$ cat src/rtl/nios_2_pkg.sv
// nios_2_pkg: shared definitions for the nios_2 load/store unit.
//   - access size encodings (LSU_BYTE / LSU_HALF / LSU_WORD)
//   - LSU state enum
//   - alignment helpers used when a request is accepted
package nios_2_pkg;

  localparam logic [1:0] LSU_BYTE = 2'b00;
  localparam logic [1:0] LSU_HALF = 2'b01;
  localparam logic [1:0] LSU_WORD = 2'b10;

  typedef enum logic [1:0] {
    ST_IDLE    = 2'd0,
    ST_RD      = 2'd1,
    ST_RD_WAIT = 2'd2,
    ST_WR      = 2'd3
  } lsu_state_e;

  // Halfwords need addr[0]=0. Words (and the unused 2'b11 encoding,
  // handled as a word) need addr[1:0]=0. Bytes are always aligned.
  function automatic logic lsu_misaligned(input logic [1:0] size,
                                          input logic [1:0] addr_lo);
    logic res;
    case (size)
      LSU_BYTE: res = 1'b0;
      LSU_HALF: res = addr_lo[0];
      default:  res = (addr_lo != 2'b00);
    endcase
    return res;
  endfunction

  // Byte and halfword stores need a read-modify-write.
  function automatic logic lsu_is_subword(input logic [1:0] size);
    return (size == LSU_BYTE) || (size == LSU_HALF);
  endfunction

endpackage

$ cat src/rtl/nios_2_lsu_align.sv
// nios_2_lsu_align: combinational lane logic for the LSU.
//   i_word      : word read from data memory
//   i_addr_lo   : byte offset within the word (little-endian lanes)
//   i_size      : access size (LSU_BYTE / LSU_HALF / LSU_WORD)
//   i_signed    : sign-extend a sub-word load
//   i_wdata     : right-justified store data
//   o_load_data : selected lane, sign/zero extended (whole word for words)
//   o_merged    : i_word with the store lane(s) replaced (i_wdata for words)
module nios_2_lsu_align
  import nios_2_pkg::*;
(
  input  logic [31:0] i_word,
  input  logic [1:0]  i_addr_lo,
  input  logic [1:0]  i_size,
  input  logic        i_signed,
  input  logic [31:0] i_wdata,
  output logic [31:0] o_load_data,
  output logic [31:0] o_merged
);

  logic [7:0]  w_byte;
  logic [15:0] w_half;

  always_comb begin
    w_byte      = i_word[{i_addr_lo, 3'b000} +: 8];
    // A halfword lives in lane addr[1]; addr[0] is known to be 0 here.
    w_half      = i_word[{i_addr_lo[1], 4'b0000} +: 16];
    o_load_data = i_word;
    o_merged    = i_wdata;
    case (i_size)
      LSU_BYTE: begin
        o_load_data = {{24{i_signed & w_byte[7]}}, w_byte};
        o_merged    = i_word;
        o_merged[{i_addr_lo, 3'b000} +: 8] = i_wdata[7:0];
      end
      LSU_HALF: begin
        o_load_data = {{16{i_signed & w_half[15]}}, w_half};
        o_merged    = i_word;
        o_merged[{i_addr_lo[1], 4'b0000} +: 16] = i_wdata[15:0];
      end
      default: ;
    endcase
  end

endmodule

$ cat src/rtl/nios_2_lsu.sv
// nios_2_lsu: load/store unit between execute and the data-memory port.
//   clk, rst            : clock, asynchronous active-low reset
//   req_*               : request from execute (valid/ready handshake)
//   resp_*              : one-cycle load result pulse with destination reg
//   err_o               : one-cycle pulse for a misaligned request
//   data_mem_*          : word-wide memory port, no byte enables
//   dbg_state_o         : current FSM state, for observation only
//
// Handshake: a request transfers on a rising edge where req_valid_i and
// req_ready_o are both 1; all req_* fields are latched on that edge. The
// source must hold the request stable until it transfers. req_ready_o is 1
// exactly when the FSM is idle.
module nios_2_lsu
  import nios_2_pkg::*;
#(
  parameter int READ_LATENCY = 1,
  parameter int ADDR_W       = 32
) (
  input  logic              clk,
  input  logic              rst,
  input  logic              req_valid_i,
  output logic              req_ready_o,
  input  logic              req_we_i,
  input  logic [1:0]        req_size_i,
  input  logic              req_signed_i,
  input  logic [ADDR_W-1:0] req_addr_i,
  input  logic [31:0]       req_wdata_i,
  input  logic [4:0]        req_rd_i,
  output logic              resp_valid_o,
  output logic [31:0]       resp_data_o,
  output logic [4:0]        resp_rd_o,
  output logic              err_o,
  output logic              data_mem_rd_o,
  output logic              data_mem_wr_o,
  output logic [ADDR_W-1:0] data_mem_addr_o,
  output logic [31:0]       data_mem_wdata_o,
  input  logic [31:0]       data_mem_rdata_i,
  output lsu_state_e        dbg_state_o
);

  // Last count value of RD_WAIT; data is valid on that cycle's closing edge.
  localparam logic [2:0] LAT_LAST = 3'(READ_LATENCY - 1);

  lsu_state_e  r_state;
  logic [2:0]  r_lat_cnt;
  logic        r_we;
  logic [1:0]  r_size;
  logic        r_signed;
  logic [1:0]  r_addr_lo;
  logic [31:0] r_wdata;
  logic [4:0]  r_rd;

  logic [31:0] w_load_data;
  logic [31:0] w_merged;

  assign req_ready_o = (r_state == ST_IDLE);
  assign dbg_state_o = r_state;

  // Lane logic works directly on the live read data so the result is
  // registered on the same edge that samples it.
  nios_2_lsu_align u_align (
    .i_word      (data_mem_rdata_i),
    .i_addr_lo   (r_addr_lo),
    .i_size      (r_size),
    .i_signed    (r_signed),
    .i_wdata     (r_wdata),
    .o_load_data (w_load_data),
    .o_merged    (w_merged)
  );

  always_ff @(posedge clk or negedge rst) begin
    if (!rst) begin
      r_state          <= ST_IDLE;
      r_lat_cnt        <= 3'd0;
      r_we             <= 1'b0;
      r_size           <= LSU_BYTE;
      r_signed         <= 1'b0;
      r_addr_lo        <= 2'b00;
      r_wdata          <= 32'd0;
      r_rd             <= 5'd0;
      resp_valid_o     <= 1'b0;
      resp_data_o      <= 32'd0;
      resp_rd_o        <= 5'd0;
      err_o            <= 1'b0;
      data_mem_rd_o    <= 1'b0;
      data_mem_wr_o    <= 1'b0;
      data_mem_addr_o  <= '0;
      data_mem_wdata_o <= 32'd0;
    end else begin
      // Strobes and pulses are single-cycle unless re-asserted below.
      data_mem_rd_o <= 1'b0;
      data_mem_wr_o <= 1'b0;
      resp_valid_o  <= 1'b0;
      err_o         <= 1'b0;
      case (r_state)
        ST_IDLE: begin
          if (req_valid_i) begin
            if (lsu_misaligned(req_size_i, req_addr_i[1:0])) begin
              err_o <= 1'b1;
            end else begin
              r_we            <= req_we_i;
              r_size          <= req_size_i;
              r_signed        <= req_signed_i;
              r_addr_lo       <= req_addr_i[1:0];
              r_wdata         <= req_wdata_i;
              r_rd            <= req_rd_i;
              data_mem_addr_o <= {req_addr_i[ADDR_W-1:2], 2'b00};
              if (req_we_i && !lsu_is_subword(req_size_i)) begin
                data_mem_wr_o    <= 1'b1;
                data_mem_wdata_o <= req_wdata_i;
                r_state          <= ST_WR;
              end else begin
                // Loads and sub-word stores both start with a read.
                data_mem_rd_o <= 1'b1;
                r_state       <= ST_RD;
              end
            end
          end
        end
        ST_RD: begin
          r_lat_cnt <= 3'd0;
          r_state   <= ST_RD_WAIT;
        end
        ST_RD_WAIT: begin
          if (r_lat_cnt == LAT_LAST) begin
            if (r_we) begin
              data_mem_wr_o    <= 1'b1;
              data_mem_wdata_o <= w_merged;
              r_state          <= ST_WR;
            end else begin
              resp_valid_o <= 1'b1;
              resp_data_o  <= w_load_data;
              resp_rd_o    <= r_rd;
              r_state      <= ST_IDLE;
            end
          end else begin
            r_lat_cnt <= r_lat_cnt + 3'd1;
          end
        end
        ST_WR: begin
          r_state <= ST_IDLE;
        end
        default: begin
          r_state <= ST_IDLE;
        end
      endcase
    end
  end

endmodule

$ cat config.mk
export PLATFORM = sky130hd
export DESIGN_NAME = nios_2_lsu
export DESIGN_NICKNAME = d
export VERILOG_FILES = /design/src/rtl/nios_2_pkg.sv /design/src/rtl/nios_2_lsu_align.sv /design/src/rtl/nios_2_lsu.sv
export SDC_FILE = /design/constraint.sdc
export NUM_CORES = 1
export LEC_CHECK = 0
export CORE_ASPECT_RATIO = 2
export CORE_MARGIN = 4
export CORE_UTILIZATION = 49
export CTS_CLUSTER_SIZE = 14
export DETAILED_ROUTE_END_ITERATION = 10
export PLACE_DENSITY = 0.8
export SLEW_MARGIN = 15
export SYNTH_ARGS = -nofsm -noshare
export SYNTH_HDL_FRONTEND = slang
export SYNTH_HIERARCHICAL = 1
export SYNTH_SLANG_ARGS = --single-unit
$ cat constraint.sdc
create_clock -name clk -period 3.4 [get_ports clk]
set_clock_uncertainty 0.2 [all_clocks]
set_input_delay 1.02 -clock clk [delete_from_list [all_inputs] [get_ports clk]]
set_output_delay 1.02 -clock clk [all_outputs]
set_load 0.005 [all_outputs]
-- Yosys cells after proc, flatten, opt, wreduce, memory -nomap -nowiden
Index checks and enable logic that the tools add are counted.
- register bits: 151
- input bits: 108
- logic and storage cells: 92
- output and inout port bits: 108
- shifts and indexed selects: 6
- reductions and logical operators: 15
- bitwise gates (word level): 4
- add/sub/neg operators: 3
- multiplexer cells: 37
- equality and inequality tests: 11
- operator list (kind ; number):
    $pmux 32 s2 ; 3
    $mux 32 ; 5
    $bwmux 32 ; 2
    $shift 16x7->32 const A ; 1
    $shift 8x7->32 const A ; 1
    $shiftx 16x7->32 ; 1
    $shiftx 32x6->16 ; 1
    $shiftx 32x6->8 ; 1
    $shiftx 8x7->32 ; 1
    $mux 1 ; 17
    $neg 5->7 ; 2
    $mux 2 ; 5
    $ne 2x2->1 const B ; 5
    $reduce_and 3->1 ; 3
    $pmux 2 s4 ; 1
    $eq 2x1->1 const B ; 3
    $logic_not 2->1 ; 3
    $pmux 3 s2 ; 1
    $reduce_and 6->1 ; 1
    $reduce_bool 2->1 ; 3
    $eq 2x2->1 const B ; 2
    $pmux 1 s2 ; 2
    $add 3x1->3 const B ; 1
    $logic_not 3->1 ; 1
    8 further kinds ; 10

-- Depth between registers and ports, before layout
- word-level depth: 8
- gate-level depth with buffers: 12
- gate-level depth less buffers: 8

-- Modules after synthesis
The synthesis kept the hierarchy.
- modules (own cells, without submodules) (module ; area an instance (um2) ; cells an instance ; sequential area each (um2) ; instances):
    nios_2_lsu ; 6188.4 ; 424 ; 3778.6 ; 1
    nios_2_lsu_align ; 1900.6 ; 308 ; 0.0 ; 1

-- Least setup slack after synthesis
Ideal clock, no wire load.
- path type: in2reg
- start: input port data_mem_rdata_i[15]
- end: register resp_data_o[29]
- path buffers: 1
- slack: 0.636 ns
- library setup time: 0.128 ns
- stages on the path: 6
- data required time: 3.072 ns
- arrival time: 2.436 ns
- cells stage by stage: mux2_4 -> and2_4 -> a2111oi_4 -> buf_6 -> a21oi_1 -> mux2_1
- cells in the longest elaborated chain, start to end: 3
- elaborated cells on any way between the ends: 5
- those cells by class: 2 x shift; 1 x mux; 2 x bitwise
- ends and longest elaborated chain (element ; line ; source):
    start: declaration ; nios_2_lsu.sv:37 ; input logic [31:0] data_mem_rdata_i,
    $shiftx 32x6->16 or $shiftx 32x6->8 (tied branches) ; nios_2_lsu_align.sv:27, nios_2_lsu_align.sv:25 ;
    $and 1x1->1 (on tied branches) ; nios_2_lsu_align.sv:37, nios_2_lsu_align.sv:32 ;
    $pmux 32 s2 * ; nios_2_lsu_align.sv:30 ; case (i_size)
    via w_load_data[29] ; nios_2_lsu.sv:53 ; logic [31:0] w_load_data;
    end signal: assignment ; nios_2_lsu.sv:132 ; resp_data_o <= w_load_data;
    end: declaration ; nios_2_lsu.sv:30 ; output logic [31:0] resp_data_o,
The timed path passes the listed nets; every way through them passes the cells marked *.
A chain may end at the register's enable or synchronous reset.

-- Worst setup path after layout
- start: register r_state[1], in the netlist dbg_state_o[1]
- end: output port req_ready_o
- cells in the longest elaborated chain, start to end: 1
- ends and longest elaborated chain (element ; line ; source):
    start: declaration ; nios_2_lsu.sv:44 ; lsu_state_e r_state;
    start signal: assignment ; nios_2_lsu.sv:73 ; r_state <= ST_IDLE;
    start signal: assignment ; nios_2_lsu.sv:111 ; r_state <= ST_WR;
    start signal: assignment ; nios_2_lsu.sv:115 ; r_state <= ST_RD;
    $logic_not 2->1 ; nios_2_lsu.sv:56 ; assign req_ready_o = (r_state == ST_IDLE);
    end: declaration ; nios_2_lsu.sv:22 ; output logic req_ready_o,
No other way between the ends.

==> summary.md <==
| Metric | Value |
|---|---|
| Status | complete, no violations |
| Core Box Area | 16300 sq um |
| Critical Path Start Type | flop |
| First-pass GRT wire length | approximately 38 mm |
| Final Hold Vio Count | 0 |
| DP Wirelength | 18.3 mm |
| Number of nets in the layout | between 1k and 1.5k |
| Via count | slightly below 7k |
| EDFF count, synth | 0 |
| Leakage | 4.74 nW |
| Synth Warn # | 6 |
| Routed WL | 24.5 mm |
| Port Buffers | between 200 and 250 |
| Worst endpoint required time | 2.18 ns |
| FILL cells | between 1k and 1.5k |
| RSZ-0062 raised after global routing | false |
| DRC | 0 |
| Root buf cell | clkbuf_16 |
| Cell Area, Synth | between 8000 and 9000 sq um |
| DR pass1 iterations | 7 |
| Synth Flop Type | dfrtp_1 |
| Post-Syn Instances | 732 |
| Drt first-iter violations | ~470 |
| Clk slew on worst S/H paths | roughly 0.06 ns |
| Total power | between 10 and 15 mW |
| I/O pin total | 216 |
| Worst-skew pair later-pin latency | around 0.42 ns |
| Pwr per Cell Area | around 970 nW/um^2 |
| Detail Route Antenna Nets | 0 |
| Peak supply drop | between 500 and 600 uV |
| CTS tree | yes |
| Die area | approximately 19000 sq um |
| Final number of max-transition violations | 0 |
| CP Capture Type | primary output |
| H-tree depth | 4 |
| GPL Wtd Cong | 1.02 |
| CTS Sinks | approximately 150 |
| TNS Setup | 0 ns |
| Area grow syn2layout | 35.9% |
| Peak Freq | between 300 and 400 MHz |
| Max_cap viols | 0 |
| GR Overflow Total | 0 |
| Number of global-route vias before repair | about 7k |
| Non-filler instance count after layout | 1154 |
| # hold bufs at CTS | 0 |
| Die width | approximately 100 um |
| Crit path DAT | approximately 1.7 ns |
| Total CTS buffers | 17 |
| PostCTS Resize Cnt | 0 |
| Worst slew pin tran | roughly 0.83 ns |
| Sequential fraction of the synthesis area | about 47% |
| Antenna violations before repair | 2 |
| Clock period minus worst slack | around 2.9 ns |
| CP delay by family, top | flip-flops |
| Cell row count | 66 |
| WL per Instance | approximately 21 um |
| Setup-failing EPs final | 0 |
| Most frequent cells in the layout | clkdlybuf4s50_1, dfrtp_1, nand2_1 |
| Netlist cell types | 54 |
| Hold Crit Class | flop to flop |
| CP max stage delay | around 0.55 ns |
| Tcrit/Tclk final | 86.1% |
| Seq cells post-synth | 151 |
| Slowest cell on crit path | dfrtp_1 |
| Max FO, Critical Path | 16 |
| Die height | 190 um |
| Initial Utilization | 49.7% |
| Avg Inst Size Synth | 11.1 sq um |
| Fraction of layout cells with a size suffix above 1 | 10.1% |
| Async S/R FF share, synth | 100% |
| Worst slew margin | approximately 45% |
| Reg2Reg Setup Slack | approximately 0.49 ns |
| CP Buf/Inv Count | 1 |
| Vias per cell | between 5 and 6 |
| CP Cell Sequence | nor2_1, clkdlybuf4s50_1 |
| Largest net degree at the start of global routing | 75 |
| Overall global routing resource usage | 26.2% |
| WS Path Type | flop to primary output |
| Commonest non-fill, non-tap cell in the layout | clkdlybuf4s50_1 |
| Post-Place Cells | between 1k and 1.5k |
| Clock Tree Buf Depth | 2 |
| Setup Fix Bufs, Post-CTS | 0 |
worst reg2reg max path, stage by stage, from the launching register on:
cell	delay, ns
dfrtp_1	0.49
inv_1	0.16
ha_1	0.44
nor4bb_1	0.67
buf_4	0.26
a21o_1	0.14
a22o_1	0.21
mux2i_1	0.11
o21ai_1	0.15
where the power goes:
part,internal (mW),switching [mW],total [mW]
clock,1.14,0.746,1.88
combinational,2.87,2.50,5.38
sequential,2.66,0.716,3.37
cells by family after synthesis:
kind of cell,Yosys count,synth area share (%)
other,1,0.0464
adder cells (fa/ha/maj),7,1.08
flip-flops,151,46.7
AND/OR/NAND/NOR,164,9.30
buffers and inverters,70,5.37
multiplexers,161,22.7
AO/OA/AOI/OAI,178,14.8
cell usage after synthesis, types with 3 or more instances:
cell type | instances | share of area, %
a211o_1 | 7 | 0.76
a21oi_1 | 42 | 2.6
buf_2 | 12 | 0.74
nor2_1 | 21 | 0.97
nor2b_1 | 19 | 1.5
dfrtp_1 | 151 | 47
mux2_2 | 7 | 0.97
o21ai_1 | 33 | 2.0
a221o_1 | 14 | 1.7
o21a_1 | 3 | 0.28
buf_4 | 7 | 0.65
nand3_1 | 4 | 0.25
mux2_4 | 20 | 3.7
o21ai_0 | 25 | 1.5
clkbuf_1 | 20 | 0.93
a22o_1 | 10 | 1.1
inv_1 | 13 | 0.60
mux2i_1 | 43 | 5.3
a22oi_1 | 14 | 1.3
nand2b_1 | 10 | 0.77
o221ai_1 | 8 | 0.87
nand2_1 | 97 | 4.5
a222oi_1 | 8 | 0.99
mux2_1 | 91 | 13
buf_6 | 13 | 1.8
ha_1 | 7 | 1.1
flip-flops by register name, indices dropped and copies added, names as in the netlist, 2 cells and up:
register and flops:
resp_data_o 32, r_addr_lo 2, resp_rd_o 5, data_mem_wdata_o 32
dbg_state_o 2, r_lat_cnt 3, data_mem_addr_o 30, r_size 2
r_wdata 32, r_rd 5
cell type report:
| type | count | area (sq um) | area share, % |
|---|---|---|---|
| diodes | 2 | 5.00 | 0.0455 |
| clock buffers | 21 | 470 | 4.28 |
| clock inverters | 11 | 123 | 1.12 |
| inverters | 16 | 60.1 | 0.546 |
| multi-input cells | 512 | 3910 | 35.6 |
| flip-flops and latches | 151 | 3780 | 34.4 |
| well taps | 204 | 255 | 2.32 |
| repair buffers | 237 | 2390 | 21.7 |
final timing paths:
check,startpoint,to,depth (start not counted)
max,dbg_state_o[1]$_DFFE_PN0P_,req_ready_o,2
min,data_mem_wdata_o[21]$_DFFE_PN0P_,data_mem_wdata_o[21]$_DFFE_PN0P_,2
max reg2reg,r_addr_lo[0]$_DFFE_PN0P_,data_mem_wdata_o[0]$_DFFE_PN0P_,8
min reg2reg,data_mem_wdata_o[21]$_DFFE_PN0P_,data_mem_wdata_o[21]$_DFFE_PN0P_,2
max in group asynchronous,rst,r_wdata[22]$_DFFE_PN0P_,2
min in group asynchronous,rst,data_mem_addr_o[5]$_DFFE_PN0P_,1
through the flow:
stage                     setup slack (ns)  instance area, sq um  util, %  hold WS, ns
after global routing                 0.396                 11000     67.6        0.301
after global placement               0.179                 10400     63.9        0.266
after CTS                            0.459                 11000     67.6        0.288
final                                0.473                 11000     67.6        0.285
after floorplan                      0.636                  8090        -        0.260
after detailed placement             0.155                 10400     63.9        0.275
routing by layer:
layer	part of all wire [%]	track usage, %	vias up
li1	-	-	3037
met1	35	27.6	3312
met2	53	47.0	309
met3	6.4	5.76	72
met4	5.6	15.2	0
met5	0	0	-
Power figures use the tool's default switching activity.
